`config.mk`:
```
export PLATFORM = sky130hd
export DESIGN_NAME = countdown_timer_core
export DESIGN_NICKNAME = d
export VERILOG_FILES = /design/src/rtl/countdown_timer_core.sv
export SDC_FILE = /design/constraint.sdc
export NUM_CORES = 1
export LEC_CHECK = 0
export ABC_AREA = 0
export CAP_MARGIN = 20
export CORE_UTILIZATION = 25
export CTS_CLUSTER_DIAMETER = 80
export DETAILED_ROUTE_END_ITERATION = 6
export PLACE_DENSITY = 0.41
export SLEW_MARGIN = 0
export SYNTH_ARGS = -nofsm -noshare
export SYNTH_HDL_FRONTEND = slang
export SYNTH_SLANG_ARGS = --single-unit
```
`constraint.sdc`:
```
create_clock -name i_clk -period 3.9 [get_ports i_clk]
set_clock_uncertainty 0.05 [all_clocks]
set_input_delay 0.78 -clock i_clk [delete_from_list [all_inputs] [get_ports i_clk]]
set_output_delay 0.78 -clock i_clk [all_outputs]
set_load 0.03 [all_outputs]
```
`src/rtl/countdown_timer_core.sv`:
```
// countdown_timer_core: MM:SS BCD countdown / count-up timer engine with debounced buttons,
// saturating preset editing, pause and a blinking finish indication.
module countdown_timer_core #(
    parameter int CLK_HZ       = 50000000,
    parameter int DEBOUNCE_CYC = 1000000,
    parameter int LED_W        = 8
) (
    input  logic             i_clk,
    input  logic             i_rst_n,
    input  logic             i_btn_inc,
    input  logic             i_btn_dec,
    input  logic             i_btn_start,
    input  logic             i_btn_clr,
    input  logic [1:0]       i_digit_sel,
    input  logic             i_mode_up,
    output logic [1:0]       o_state,
    output logic [3:0]       o_cur_m1,
    output logic [3:0]       o_cur_m0,
    output logic [3:0]       o_cur_s1,
    output logic [3:0]       o_cur_s0,
    output logic [3:0]       o_pre_m1,
    output logic [3:0]       o_pre_m0,
    output logic [3:0]       o_pre_s1,
    output logic [3:0]       o_pre_s0,
    output logic             o_tick,
    output logic             o_done,
    output logic [LED_W-1:0] o_led
);
    localparam int PW = $clog2(CLK_HZ + 1);
    localparam int DW = $clog2(DEBOUNCE_CYC + 1);
    localparam logic [PW-1:0] SEC_LAST  = PW'(CLK_HZ - 1);
    localparam logic [PW-1:0] HALF_LAST = PW'(CLK_HZ / 2 - 1);
    localparam logic [DW-1:0] DB_LAST   = DW'(DEBOUNCE_CYC - 1);

    typedef enum logic [1:0] {SET, RUN, PAUSE, DONE} state_t;

    state_t        r_state, w_next;
    logic [3:0]    w_btn, r_s1, r_s2, r_db, w_p;
    logic [DW-1:0] r_dcnt [4];
    logic [15:0]   r_pre, r_cur, w_cur;
    logic [PW-1:0] r_psc;
    logic          r_up, r_phase, w_fin, w_tick;
    logic          w_inc, w_dec, w_start, w_clr;

    // Add/subtract one unit at digit pos with ripple carry/borrow; overflow saturates at 99:59 / 00:00.
    function automatic logic [15:0] bcd_step(input logic [15:0] v, input logic [1:0] pos, input logic up);
        logic [15:0] r;
        logic [3:0]  lim;
        logic        c;
        r = v;
        c = 1'b1;
        for (int k = 0; k < 4; k++) begin
            lim = (k == 1) ? 4'd5 : 4'd9;
            if (k >= int'(pos) && c) begin
                if (r[4*k +: 4] == (up ? lim : 4'd0))
                    r[4*k +: 4] = up ? 4'd0 : lim;
                else begin
                    r[4*k +: 4] = up ? r[4*k +: 4] + 4'd1 : r[4*k +: 4] - 4'd1;
                    c = 1'b0;
                end
            end
        end
        return c ? (up ? 16'h9959 : 16'h0000) : r;
    endfunction

    assign w_btn = {i_btn_clr, i_btn_start, i_btn_dec, i_btn_inc};

    always_ff @(posedge i_clk or negedge i_rst_n)
        if (!i_rst_n) begin
            r_s1 <= '0;
            r_s2 <= '0;
            r_db <= '0;
            for (int k = 0; k < 4; k++) r_dcnt[k] <= '0;
        end else begin
            r_s1 <= w_btn;
            r_s2 <= r_s1;
            for (int k = 0; k < 4; k++)
                if (r_s2[k] == r_db[k]) r_dcnt[k] <= '0;
                else if (r_dcnt[k] == DB_LAST) begin
                    r_dcnt[k] <= '0;
                    r_db[k]   <= r_s2[k];
                end else r_dcnt[k] <= r_dcnt[k] + 1'b1;
        end

    always_comb begin
        w_p = '0;
        for (int k = 0; k < 4; k++) w_p[k] = r_s2[k] & ~r_db[k] & (r_dcnt[k] == DB_LAST);
    end

    assign {w_clr, w_start, w_dec, w_inc} = w_p;
    assign w_fin  = r_up ? (r_cur == r_pre) : (r_cur == 16'h0000);
    assign w_tick = (r_state == RUN) && (r_psc == SEC_LAST) && !w_clr && !w_fin;
    assign w_cur  = (r_state == SET) ? (i_mode_up ? 16'h0000 : r_pre) : r_cur;

    always_comb begin
        w_next = r_state;
        if (w_clr) w_next = SET;
        else
            case (r_state)
                SET:     if (w_start) w_next = RUN;
                RUN:     if (w_fin) w_next = DONE; else if (w_start) w_next = PAUSE;
                PAUSE:   if (w_start) w_next = RUN;
                default: w_next = DONE;
            endcase
    end

    always_ff @(posedge i_clk or negedge i_rst_n)
        if (!i_rst_n) r_state <= SET;
        else r_state <= w_next;

    // The prescaler doubles as the half-second blink counter once DONE is reached.
    always_ff @(posedge i_clk or negedge i_rst_n)
        if (!i_rst_n) begin
            r_pre   <= '0;
            r_cur   <= '0;
            r_psc   <= '0;
            r_up    <= 1'b0;
            r_phase <= 1'b0;
        end else if (w_clr) begin
            r_psc   <= '0;
            r_phase <= 1'b0;
        end else
            case (r_state)
                SET:
                    if (w_start) begin
                        r_up  <= i_mode_up;
                        r_cur <= w_cur;
                        r_psc <= '0;
                    end else if (w_inc ^ w_dec) r_pre <= bcd_step(r_pre, i_digit_sel, w_inc);
                RUN:
                    if (w_fin) begin
                        r_psc   <= '0;
                        r_phase <= 1'b1;
                    end else if (w_tick) begin
                        r_psc <= '0;
                        r_cur <= bcd_step(r_cur, 2'd0, r_up);
                    end else r_psc <= r_psc + 1'b1;
                DONE:
                    if (r_psc == HALF_LAST) begin
                        r_psc   <= '0;
                        r_phase <= ~r_phase;
                    end else r_psc <= r_psc + 1'b1;
                default: ;
            endcase

    assign o_state = r_state;
    assign {o_cur_m1, o_cur_m0, o_cur_s1, o_cur_s0} = w_cur;
    assign {o_pre_m1, o_pre_m0, o_pre_s1, o_pre_s0} = r_pre;
    assign o_tick  = w_tick;
    assign o_done  = (r_state == DONE);
    assign o_led   = {LED_W{r_phase}};
endmodule

```
# == Yosys cells after proc, flatten, opt, wreduce, memory -nomap -nowiden ==
# Index checks and enable logic that the tools add are counted.
# totals
regBits,154
in_bits,9
out_inout_bits,44
# op_classes
magnitude_cmp,3
eq_ne,33
muxes,112
n_reduce_logical,33
bitwise,20
addsub,21
# ops
operator,n
$mux W20,8
$mux W16,9
$mux W26,5
$mux W4,27
$add A20 B1 Y20 const B,4
$eq A20 B20 Y1 const B,4
$pmux W26 S3,1
$mux W1,51
$add A4 B1 Y4 const B,8
$pmux W16 S2,1
$sub A4 B1 Y4 const B,8
$add A26 B1 Y26 const B,1
$eq A26 B25 Y1 const B,1
$eq A26 B26 Y1 const B,1
$reduce_and A5 Y1,5
$eq A4 B4 Y1,6
$reduce_and A6 Y1,3
$eq A16 B16 Y1,1
$logic_not A16 Y1,1
$ne A3 B1 Y1 const B,5
$mux W3,4
$reduce_and A2 Y1,6
$not A1 Y1,11
$reduce_bool A2 Y1,5
21 further kinds,46

# == Logic depth before layout (Yosys ltp) ==
# Gate-level depths: netlist (run 1).
# logic_depth
depth_word,30
mapped_depth,13
depth_no_buf,12

# == Worst setup path after synthesis (run 1) ==
# Ideal clock, no wire load.
# synth_path
path_type,reg2reg
start,register r_dcnt[60] (netlist bit)
end,register r_pre[10]
arrival_time_ps,3136
t_required_ps,3771
path_slack_ps,634
path_stages_with_launch,14
setup_time_ps,79
n_path_buf,1
cell_sequence,dfrtp_1 > ha_1 > nand3_4 > nor4_4 > nand2_1 > buf_2 > ha_1 > nor3b_1 > nand2_1 > nor3_1 > a211oi_1 > a31o_2 > nor4_1 > mux2i_1
# synth_between
elab_chain_len,29
# synth_rtl
item,line,source
from (decl),39,logic [DW-1:0] r_dcnt [4];
"from (signal, indexed assignment)",82,end else r_dcnt[k] <= r_dcnt[k] + 1'b1;
$eq A20 B20 Y1 (*),87,for (int k = 0; k < 4; k++) w_p[k] = r_s2[k] & ~r_db[k] & (r_dcnt[k] == DB_LAST);
$and A1 B1 Y1 (*),87,
$mux W4,55,if (r[4*k +: 4] == (up ? lim : 4'd0))
$eq A4 B4 Y1,55,
$mux W1,55,
$mux W1,54,if (k >= int'(pos) && c) begin
$mux W1,129,"end else if (w_inc ^ w_dec) r_pre <= bcd_step(r_pre, i_digit_sel, w_inc);"
$mux W1,125,if (w_start) begin
[... 13 more ...],-,
$mux W1,119,end else if (w_clr) begin
$mux W1,54,
$mux W1,129,
$mux W1,125,
$mux W1,123,case (r_state)
$mux W1,119,
$reduce_bool A2 Y1 (no line),-,
$reduce_and A5 Y1 (no line),-,
to (signal assigned),129,
to (decl),40,"logic [15:0] r_pre, r_cur, w_cur;"
# Every way passes the cells marked *; elsewhere a longest branch is shown, timed or not. The select of a mux whose other input is x is not followed.
# A chain may end at the register's enable or synchronous reset.

# == Worst setup path after layout (run 1) ==
# layout_path
start,input port i_mode_up
end,output port o_cur_m0[0]
# layout_between
elab_chain_len,2
# layout_rtl
item,line,source
from (decl),15,"input logic i_mode_up,"
$mux W16 (2 in series),93,assign w_cur = (r_state == SET) ? (i_mode_up ? 16'h0000 : r_pre) : r_cur;
to (decl),18,"output logic [3:0] o_cur_m0,"
# Every way passes these cells.

==> results of run 1 <==
report_power, final:
part	total [uW]	leakage, uW	switching [uW]	internal [uW]
logic	132	0.00223	89.9	42.1
registers	1630	0.00208	15.7	1610
clock network	1740	0.000277	729	1010
through the flow:
stage | setup slack, ns | std cells | hold slack, ns
after floorplan | 0.634 | 1066 | 0.281
after global placement | 0.220 | 1597 | 0.288
after detailed placement | 0.208 | 1597 | 0.296
after CTS | 0.0945 | 1629 | 0.314
after global routing | 0.00916 | 1629 | 0.317
final | 0.160 | 1629 | 0.310
Yosys cell counts, types with 11 or more instances:
cell,n
a21o_1,11
a21oi_1,33
a31oi_1,15
and3_1,42
clkbuf_1,39
dfrtp_1,154
ha_1,25
inv_1,37
mux2_2,15
mux2i_1,18
nand2_1,94
nand2b_1,22
nand3_1,63
nand4_1,25
nor2_1,113
nor3_1,23
nor4_1,14
o21ai_0,47
or3_1,17
xnor2_1,41
xor2_1,56
layout make-up:
cell class / instances / area (um^2) / share of cell area
Tap cell: 511 / 639 / 0.0563
Timing Repair Buffer: 76 / 717 / 0.0631
Clock inverter: 13 / 168 / 0.0148
Multi-Input combinational cell: 819 / 5410 / 0.476
Sequential cell: 154 / 3850 / 0.339
Clock buffer: 19 / 433 / 0.0381
Inverter: 37 / 139 / 0.0122
timing repair:
action | in CTS | in global routing
hold endpoints to repair | 0 | 0
resized for setup | 0 | 1
endpoints found under the setup margin | 0 | 1
logic make-up after synthesis:
family          after synthesis
simple gates                468
compound gates              188
flops                       154
xor+xnor                     97
buf+inv                      93
mux                          33
fa+ha+maj                    33
critical path: cells and delay by family:
family	cells	cell delay, ns
AOI/OAI and AO/OA	1	0.32
buffers and inverters	2	1.50
and+or+nand+nor	1	0.30
worst max path at each step:
stage | cells past startpoint | start | end | slack [ns]
2_1_floorplan | 13 | r_dcnt[60] | r_pre[10] | 0.63
3_3_place_gp | 4 | i_mode_up | o_cur_m0[0] | 0.22
3_5_place_dp | 4 | i_mode_up | o_cur_m0[0] | 0.21
4_1_cts | 6 | r_psc[8] | o_tick | 0.09
5_1_grt | 4 | i_mode_up | o_cur_m0[0] | 0.009
6_report | 4 | i_mode_up | o_cur_m0[0] | 0.16
registers in the layout, indices dropped and copies added (netlist names):
name	flops
r_s1	4
r_psc	26
r_up	1
r_cur	16
r_db	4
r_phase	1
r_dcnt	80
r_s2	4
r_pre	16
o_state	2
cell usage in the layout (no fill, tap or decap), types with 25 or more instances in the layout:
cell type / Yosys / routed
dfrtp_1: 154 / 154
xor2_1: 56 / 56
xnor2_1: 41 / 41
a21oi_1: 33 / 33
and3_1: 42 / 42
nor2_1: 113 / 112
inv_1: 37 / 37
clkdlybuf4s50_1: 0 / 50
nand4_1: 25 / 25
ha_1: 25 / 25
o21ai_0: 47 / 47
nand3_1: 63 / 63
nand2_1: 94 / 94
routing by layer:
| metal | vias up | GRT usage | wire length, um |
|---|---|---|---|
| met1 | 3828 | 0.199 | 13300 |
| met5 | - | 0 | 0 |
| met3 | 20 | 0.0261 | 783 |
| met4 | 0 | 0.0356 | 291 |
| met2 | 102 | 0.225 | 12200 |
| li1 | 3882 | - | - |
==> out/metrics.cfg, run 1 <==
[run_status]
status = complete, no violations

[sta]
post-route-period-util = 0.959
hold_viol_final = 0
period_minus_slack_ns = 3.74
max_slew_margin = 0.478
grt_setup_unrepaired = false
setup_viol = 0
timing.fmax_mhz = 267
tightestPinTransition_ns = 0.782
maxSlewViolCount = 0
fin_tns_setup_ns = 0

[cts]
cts.clk_slew.worst_paths_ns = 0.06
cts_setup_buffers = 0
clk_latency_ns = 0.43
htree_levels = 4
clock_path_buffers = 2
numCtsBuffers = 17
cts_hold_buf = 0
cts.sinks = 154
tritoncts = done
root_buffer = clkbuf_16

[floorplan]
die_w_um = 198
core_um2 = 37800
start_util = 0.255
fp.dieH_um = 198
die_area_um2 = 39400
ioPinCount = 53
rows = 71

[worst_hold_path]
hp-start = r_s1[0]
hold_class = flop to flop
holdPathStages = 0
hold_end = r_s2[0]

[placed_design]
port_buffers = 52
place.detailed.hpwl_um = 18900
place_area_um2 = 10800
place_congestion = 0.811

[synthesis]
ys_ff_latch = 154
synth_flop_cell = dfrtp_1
yosysSeqAreaShare = 0.400
synth_cell_types = 81
async_flop_share = 1.00
syn_area_per_cell_um2 = 9.05
synthAdderAreaFrac = 0.0490
synth_nets = 1108
synth_top_family_by_area = simple AND/OR/NAND/NOR gates
yosys.area_share.simple = 0.253
post-synth-top-area-fraction = 0.400
synth_area_um2 = 9640
ys_warn_count = 0
yosys-top-cells-area = dfrtp_1 (40%), xor2_1 (5.1%), nor2_1 (4.4%), xnor2_1 (3.7%), nand2_1 (3.7%)
synthXorXnorAreaFrac = 0.0881
synth_cells = 1066
yosysTopAreaCell = dfrtp_1
synth_compound_area_frac = 0.134
synth_edf_count = 0
muxShareOfSynthArea = 0.0362

[global_routing]
grt_pass1_vias = 7977
grt_pass1_wl_um = 44200
overflow = 0
grt_max_degree = 72
grt_use_total = 0.142
antenna_found_initial = 0

[routing]
wl_um = 26500
post-route-drc-count = 0
avgRoutedWirePerCell_um = 16.3
vias = 7832
drtIter0Drc = 463
vias_per_cell = 4.81
ant_nets = 0
first_pass_iters = 5

[setup_path]
path_cells = clkdlybuf4s50_1 -> nand2b_1 -> o21ai_0 -> clkdlybuf4s50_1
critPathKind = input pin to output port
rr_startpoint = r_dcnt[60]
max_stage_delay_ns = 0.76
r2r_setup_slack_ns = 0.53
cp_common_cell = clkdlybuf4s50_1
worstPathMaxFanout = 17
arrival_ns = 2.91
endpoint_kind = output port
regToRegEndpoint = r_pre[10]
slowest_stage = clkdlybuf4s50_1
r2r_cells = 13
critPathLaunchType = input pin
crit_required_ns = 3.07

[final_layout]
layout-drive-gt1-share = 0.0894
fillers = 4060
nets = 1147
syn_to_final_growth_pct = 17.8
postLayoutCoreUtil = 0.300
antenna_cells = 0
final_area_um2 = 11400

[pwr]
power.density_nw_per_um2 = 308
p_leak_uw = 0.00459
finalPower_uw = 3500
vdd_drop_max_v = 0.000238

[run]
drv_cap = 0

Note: power is estimated with default switching activity, not from simulation.
==> run 2, diff against run 1 <==
Settings changed: CTS_CLUSTER_DIAMETER 80 to 100, REMOVE_ABC_BUFFERS set to 1.
==> out/metrics.cfg, run 2 (same netlist as run 1, synthesis figures left out) <==
[setup_path]
max_stage_delay_ns = 0.76  ; about the same
crit_required_ns = 3.07  ; about the same
critPathKind = flop to output port
path_cells = or2_2 -> o31ai_1 -> clkdlybuf4s50_1
arrival_ns = 2.69  ; -0.22 ns
worstPathMaxFanout = 33  ; +16
endpoint_kind = output port
slowest_stage = clkdlybuf4s50_1
critPathLaunchType = flop

[cts]
numCtsBuffers = 17  ; unchanged
cts.sinks = 154  ; unchanged
clk_latency_ns = 0.45  ; +0.02 ns
root_buffer = clkbuf_16
cts.clk_slew.worst_paths_ns = 0.07  ; about the same
clock_path_buffers = 2  ; unchanged
tritoncts = done
htree_levels = 4  ; unchanged

[final_layout]
nets = 1145  ; -0.17%
top_register = r_dcnt
top_regs = r_dcnt (80), r_psc (26)
fillers = 4041  ; -0.47%
multi_input_area_um2 = 5420  ; +0.23%
final_cell_mix = dfrtp_1 (154), nor2_1 (112), nand2_1 (94)
final_common_cell = dfrtp_1
syn_to_final_growth_pct = 18.1
seqCellArea_um2 = 3850  ; unchanged
antenna_cells = 0  ; unchanged
layout-drive-gt1-share = 0.0914  ; +0.00195
largest_reg_flops = 80  ; unchanged

[global_routing]
grt_use_total = 0.141  ; -0.00134
overflow = 0  ; unchanged
gr-usage-met3 = 0.0266  ; +0.000509
use_met2 = 0.224  ; -0.00104
grt_max_degree = 66  ; -8.3%
antenna_found_initial = 0  ; unchanged
grt_busiest_layer = met2
use_met1 = 0.192  ; -0.00657
grt_pass1_vias = 7799  ; -2.2%
grt_pass1_wl_um = 43300  ; -2.0%

[floorplan]
start_util = 0.255  ; unchanged
rows = 71  ; unchanged
core_um2 = 37800  ; unchanged
fp.dieH_um = 198  ; unchanged
die_area_um2 = 39400  ; unchanged
die_w_um = 198  ; unchanged
ioPinCount = 53  ; unchanged

[routing]
drtIter0Drc = 338  ; -27%
post-route-drc-count = 0  ; unchanged
wl_um = 26000  ; -1.9%
vias_per_cell = 4.78  ; -0.54%
avgRoutedWirePerCell_um = 16.0  ; -1.7%
first_pass_iters = 5  ; unchanged
ant_nets = 0  ; unchanged
vias = 7780  ; -0.66%

[run_status]
status = complete, no violations

[sta]
max_slew_margin = 0.380  ; -0.0982
fin_tns_setup_ns = 0  ; unchanged
hold_viol_final = 0  ; unchanged
grt_setup_unrepaired = false
post-route-period-util = 0.903  ; -0.0562
tightestPinTransition_ns = 0.930  ; +0.147 ns
timing.fmax_mhz = 284  ; +6.2%
maxSlewViolCount = 0  ; unchanged
setup_viol = 0  ; unchanged
period_minus_slack_ns = 3.52  ; -0.219 ns
post-route-worst-setup-slack_ns = 0.379  ; +0.219 ns

[placed_design]
port_buffers = 52  ; unchanged
place_congestion = 0.815  ; +0.42%
place_ws_ns = 0.477  ; +0.270 ns
place.detailed.hpwl_um = 18400  ; -2.7%

[pwr]
power.density_nw_per_um2 = 314  ; +1.7%
p_leak_uw = 0.00460  ; +0.21%
vdd_drop_max_v = 0.000217  ; -8.8%

[run]
drv_cap = 0  ; unchanged

[worst_hold_path]
hold_class = input pin to async pin

## run 2: cell types whose count changed in the layout (fill, tap and decap cells not counted), moves of 2 or more
cell	before	now
clkbuf_1	2	0
buf_4	23	21
clkinv_4	0	3
clkbuf_8	0	3
inv_6	4	2
## run 2: final cells by class
class                   count  share of cell area
repair buffers             74              0.0616
flip-flops and latches    154               0.338
clock buffers              20              0.0410
inverters                  37              0.0122
clock inverters            12              0.0144
well taps                 511              0.0561
multi-input cells         819               0.476
## run 2: what timing repair did
item,in CTS,in global routing
endpoints found under the setup margin,1,1
buffers inserted,0,0
gates resized for setup,1,2
cloned,0,0
hold buffers,0,0
## run 2: per-layer routing
| metal | vias to the layer above | share of wire |
|---|---|---|
| li1 | 3886 | - |
| met1 | 3765 | 0.49 |
| met2 | 107 | 0.46 |
| met3 | 22 | 0.033 |
| met4 | 0 | 0.013 |
| met5 | - | 0 |
## run 2: critical path, delay by kind of cell, from the launching register on
family	cells	cell delay [ns]
buffers and inverters	1	0.76
and+or+nand+nor	1	0.55
DFF	1	0.47
AOI/OAI and AO/OA	1	0.46
## run 2: stage by stage
step	instance area (um^2)	util	std cells	total power [uW]	hold slack (ns)
after global routing	11400	0.301	1627	3730	0.314
after global placement	10700	0.284	1595	1800	0.286
after detailed placement	10700	0.284	1595	1800	0.293
final	11400	0.301	1627	3570	0.303
after floorplan	9400	-	1010	1720	0.281
after CTS	11400	0.301	1627	3640	0.309
## run 2: report_power, final
group          switching, uW  internal [uW]
Clock                    744           1070
Combinational           90.2           42.5
Sequential              16.4           1610
Total                    851           2720
## run 2: path summary, 6_finish.rpt
kind	startpoint	endpoint	slack, ns	cells after the start
worst min register to register	r_s1[1]	r_s2[1]	0.31	0
worst max register to register	r_dcnt[60]	r_pre[10]	0.64	12
max in group asynchronous	i_rst_n	r_dcnt[68]	2.62	2
worst min-delay path	i_rst_n	r_dcnt[30]	0.30	1
min in group i_clk	r_s1[1]	r_s2[1]	0.31	0
worst max-delay path	o_state[1]	o_cur_m0[2]	0.38	3
==> run 3, diff against run 2 <==
Settings changed: CORE_ASPECT_RATIO set to 2, SLEW_MARGIN 0 to 30.
==> out/metrics.cfg, run 3 (same netlist as run 1, synthesis figures left out) <==
[global_routing]
grt_pass1_vias = 8367  ; +7.3%
grt_max_degree = 86  ; +30%
overflow = 0  ; unchanged
antenna_found_initial = 0  ; unchanged
grt_use_total = 0.154  ; +0.0136
grt_pass1_wl_um = 46300  ; +7.0%

[setup_path]
r2r_cells = 7  ; -5
critPathLaunchType = flop
max_stage_delay_ns = 0.68  ; -0.08 ns
worstPathMaxFanout = 5  ; -85%
regToRegEndpoint = r_cur[11]
path_cells = or4b_2 -> nor4_1 -> buf_4 -> and4_1 -> nor2_1 -> clkdlybuf4s50_1
rr_startpoint = r_cur[1]
r2r_setup_slack_ns = 0.51  ; -0.13 ns
endpoint_kind = output port
slowest_stage = or4b_2
arrival_ns = 2.93  ; +0.24 ns
crit_required_ns = 3.07  ; about the same
critPathKind = flop to output port

[final_layout]
final_common_cell = dfrtp_1
postLayoutCoreUtil = 0.301  ; about the same
final_cell_mix = dfrtp_1 (154), nor2_1 (112), nand2_1 (94)
layout-drive-gt1-share = 0.0977  ; +0.00629
multi_input_area_um2 = 5410  ; -0.23%
nets = 1155  ; +0.87%
top_register = r_dcnt
antenna_cells = 0  ; unchanged
fillers = 4029  ; -0.30%
top_regs = r_dcnt (80), r_psc (26)
seqCellArea_um2 = 3850  ; unchanged
largest_reg_flops = 80  ; unchanged
syn_to_final_growth_pct = 18.6

[routing]
vias = 8023  ; +3.1%
ant_nets = 0  ; unchanged
vias_per_cell = 4.89  ; +2.2%
avgRoutedWirePerCell_um = 17.5  ; +9.8%
first_pass_iters = 5  ; unchanged
drtIter0Drc = 316  ; -6.5%
wl_um = 28800  ; +11%
post-route-drc-count = 0  ; unchanged

[cts]
htree_levels = 4  ; unchanged
root_buffer = clkbuf_16
clk_latency_ns = 0.45  ; about the same
cts_hold_buf = 0  ; unchanged
cts.sinks = 154  ; unchanged
ctsResizeCount = 0  ; -1
numCtsBuffers = 17  ; unchanged
cts_setup_buffers = 0  ; unchanged
clock_path_buffers = 2  ; unchanged
tritoncts = done
cts.clk_slew.worst_paths_ns = 0.07  ; about the same

[floorplan]
fp.dieH_um = 280  ; +41%
die_area_um2 = 39400  ; +0.12%
rows = 101  ; +42%
core_um2 = 38000  ; +0.51%
die_w_um = 141  ; -29%
start_util = 0.254  ; -0.00130
ioPinCount = 53  ; unchanged

[worst_hold_path]
hold_end = r_s2[1]
holdPathStages = 0
hold_class = flop to flop
hp-start = r_s1[1]

[run_status]
status = complete, no violations

[pwr]
finalPower_uw = 3550  ; -0.72%
swShare = 0.238  ; -0.000418
switching_power_uw = 843  ; -0.89%
p_leak_uw = 0.00463  ; +0.75%
vdd_drop_max_v = 0.000264  ; +22%
power_frac_seq = 0.459  ; +0.003
power.density_nw_per_um2 = 310  ; -1.2%
intPower_uw = 2700  ; -0.66%
combPwrFrac = 0.038  ; about the same
clkPwrFrac = 0.503  ; -0.004

[sta]
max_slew_margin = 0.434  ; +0.0540
tightestPinTransition_ns = 0.840  ; -0.0899 ns
post-route-period-util = 0.965  ; +0.0625
whs_ns = 0.308  ; +0.00445 ns
maxSlewViolCount = 0  ; unchanged
post-route-worst-setup-slack_ns = 0.135  ; -0.244 ns
period_minus_slack_ns = 3.76  ; +0.244 ns
fin_tns_setup_ns = 0  ; unchanged
setup_viol = 0  ; unchanged
hold_viol_final = 0  ; unchanged
grt_setup_unrepaired = false
timing.fmax_mhz = 266  ; -6.5%

[placed_design]
port_buffers = 52  ; unchanged
place_congestion = 0.848  ; +4.1%
place.detailed.hpwl_um = 21400  ; +17%
place_ws_ns = 0.271  ; -0.206 ns

[run]
drv_cap = 0  ; unchanged

-- run 3: area by class of cell --
| type | instances | share of cell area |
|---|---|---|
| clock buffers | 19 | 0.0396 |
| well taps | 515 | 0.0563 |
| multi-input cells | 819 | 0.473 |
| repair buffers | 84 | 0.0677 |
| inverters | 37 | 0.0121 |
| clock inverters | 13 | 0.0143 |
| flip-flops and latches | 154 | 0.337 |
-- run 3: through the flow --
step	area (um^2)	cells
final	11400	1641
after global routing	11400	1641
after CTS	11400	1641
after detailed placement	10800	1609
after global placement	10800	1609
after floorplan	9400	1010
-- run 3: routing by layer --
layer  part of all wire  up-vias  wire, um  global-route usage
met5                  0        -         0                   0
met4              0.045        0      1300              0.0892
met3              0.026       65       752              0.0262
met2               0.55      135     15700               0.292
met1               0.38     3937     11000               0.157
li1                   -     3886         -                   -
-- run 3: how the worst max path moves through the flow --
stage / end / slack [ns] / start
2_1_floorplan: r_psc[10] / 0.29 / o_state[1]
3_3_place_gp: o_cur_m0[3] / 0.22 / i_mode_up
3_5_place_dp: o_cur_m0[3] / 0.27 / i_mode_up
4_1_cts: o_tick / 0.1 / r_dcnt[11]
5_1_grt: o_tick / 0.005 / r_psc[16]
6_report: o_tick / 0.14 / r_dcnt[11]
-- run 3: power groups by stage --
| stage | registers, uW | clock network, uW | logic (uW) |
|---|---|---|---|
| floorplan | 1660 | 0 | 59.9 |
| global placement | 1660 | 0 | 140 |
| detailed placement | 1660 | 0 | 141 |
| CTS | 1630 | 1850 | 141 |
| global route | 1630 | 1910 | 154 |
| finish | 1630 | 1780 | 135 |
-- run 3: worst max-delay path, delay by kind of cell, from the launching register on --
kind | cells | cell delay [ns]
buf+inv | 2 | 0.77
simple gates | 4 | 1.29
flops | 1 | 0.42
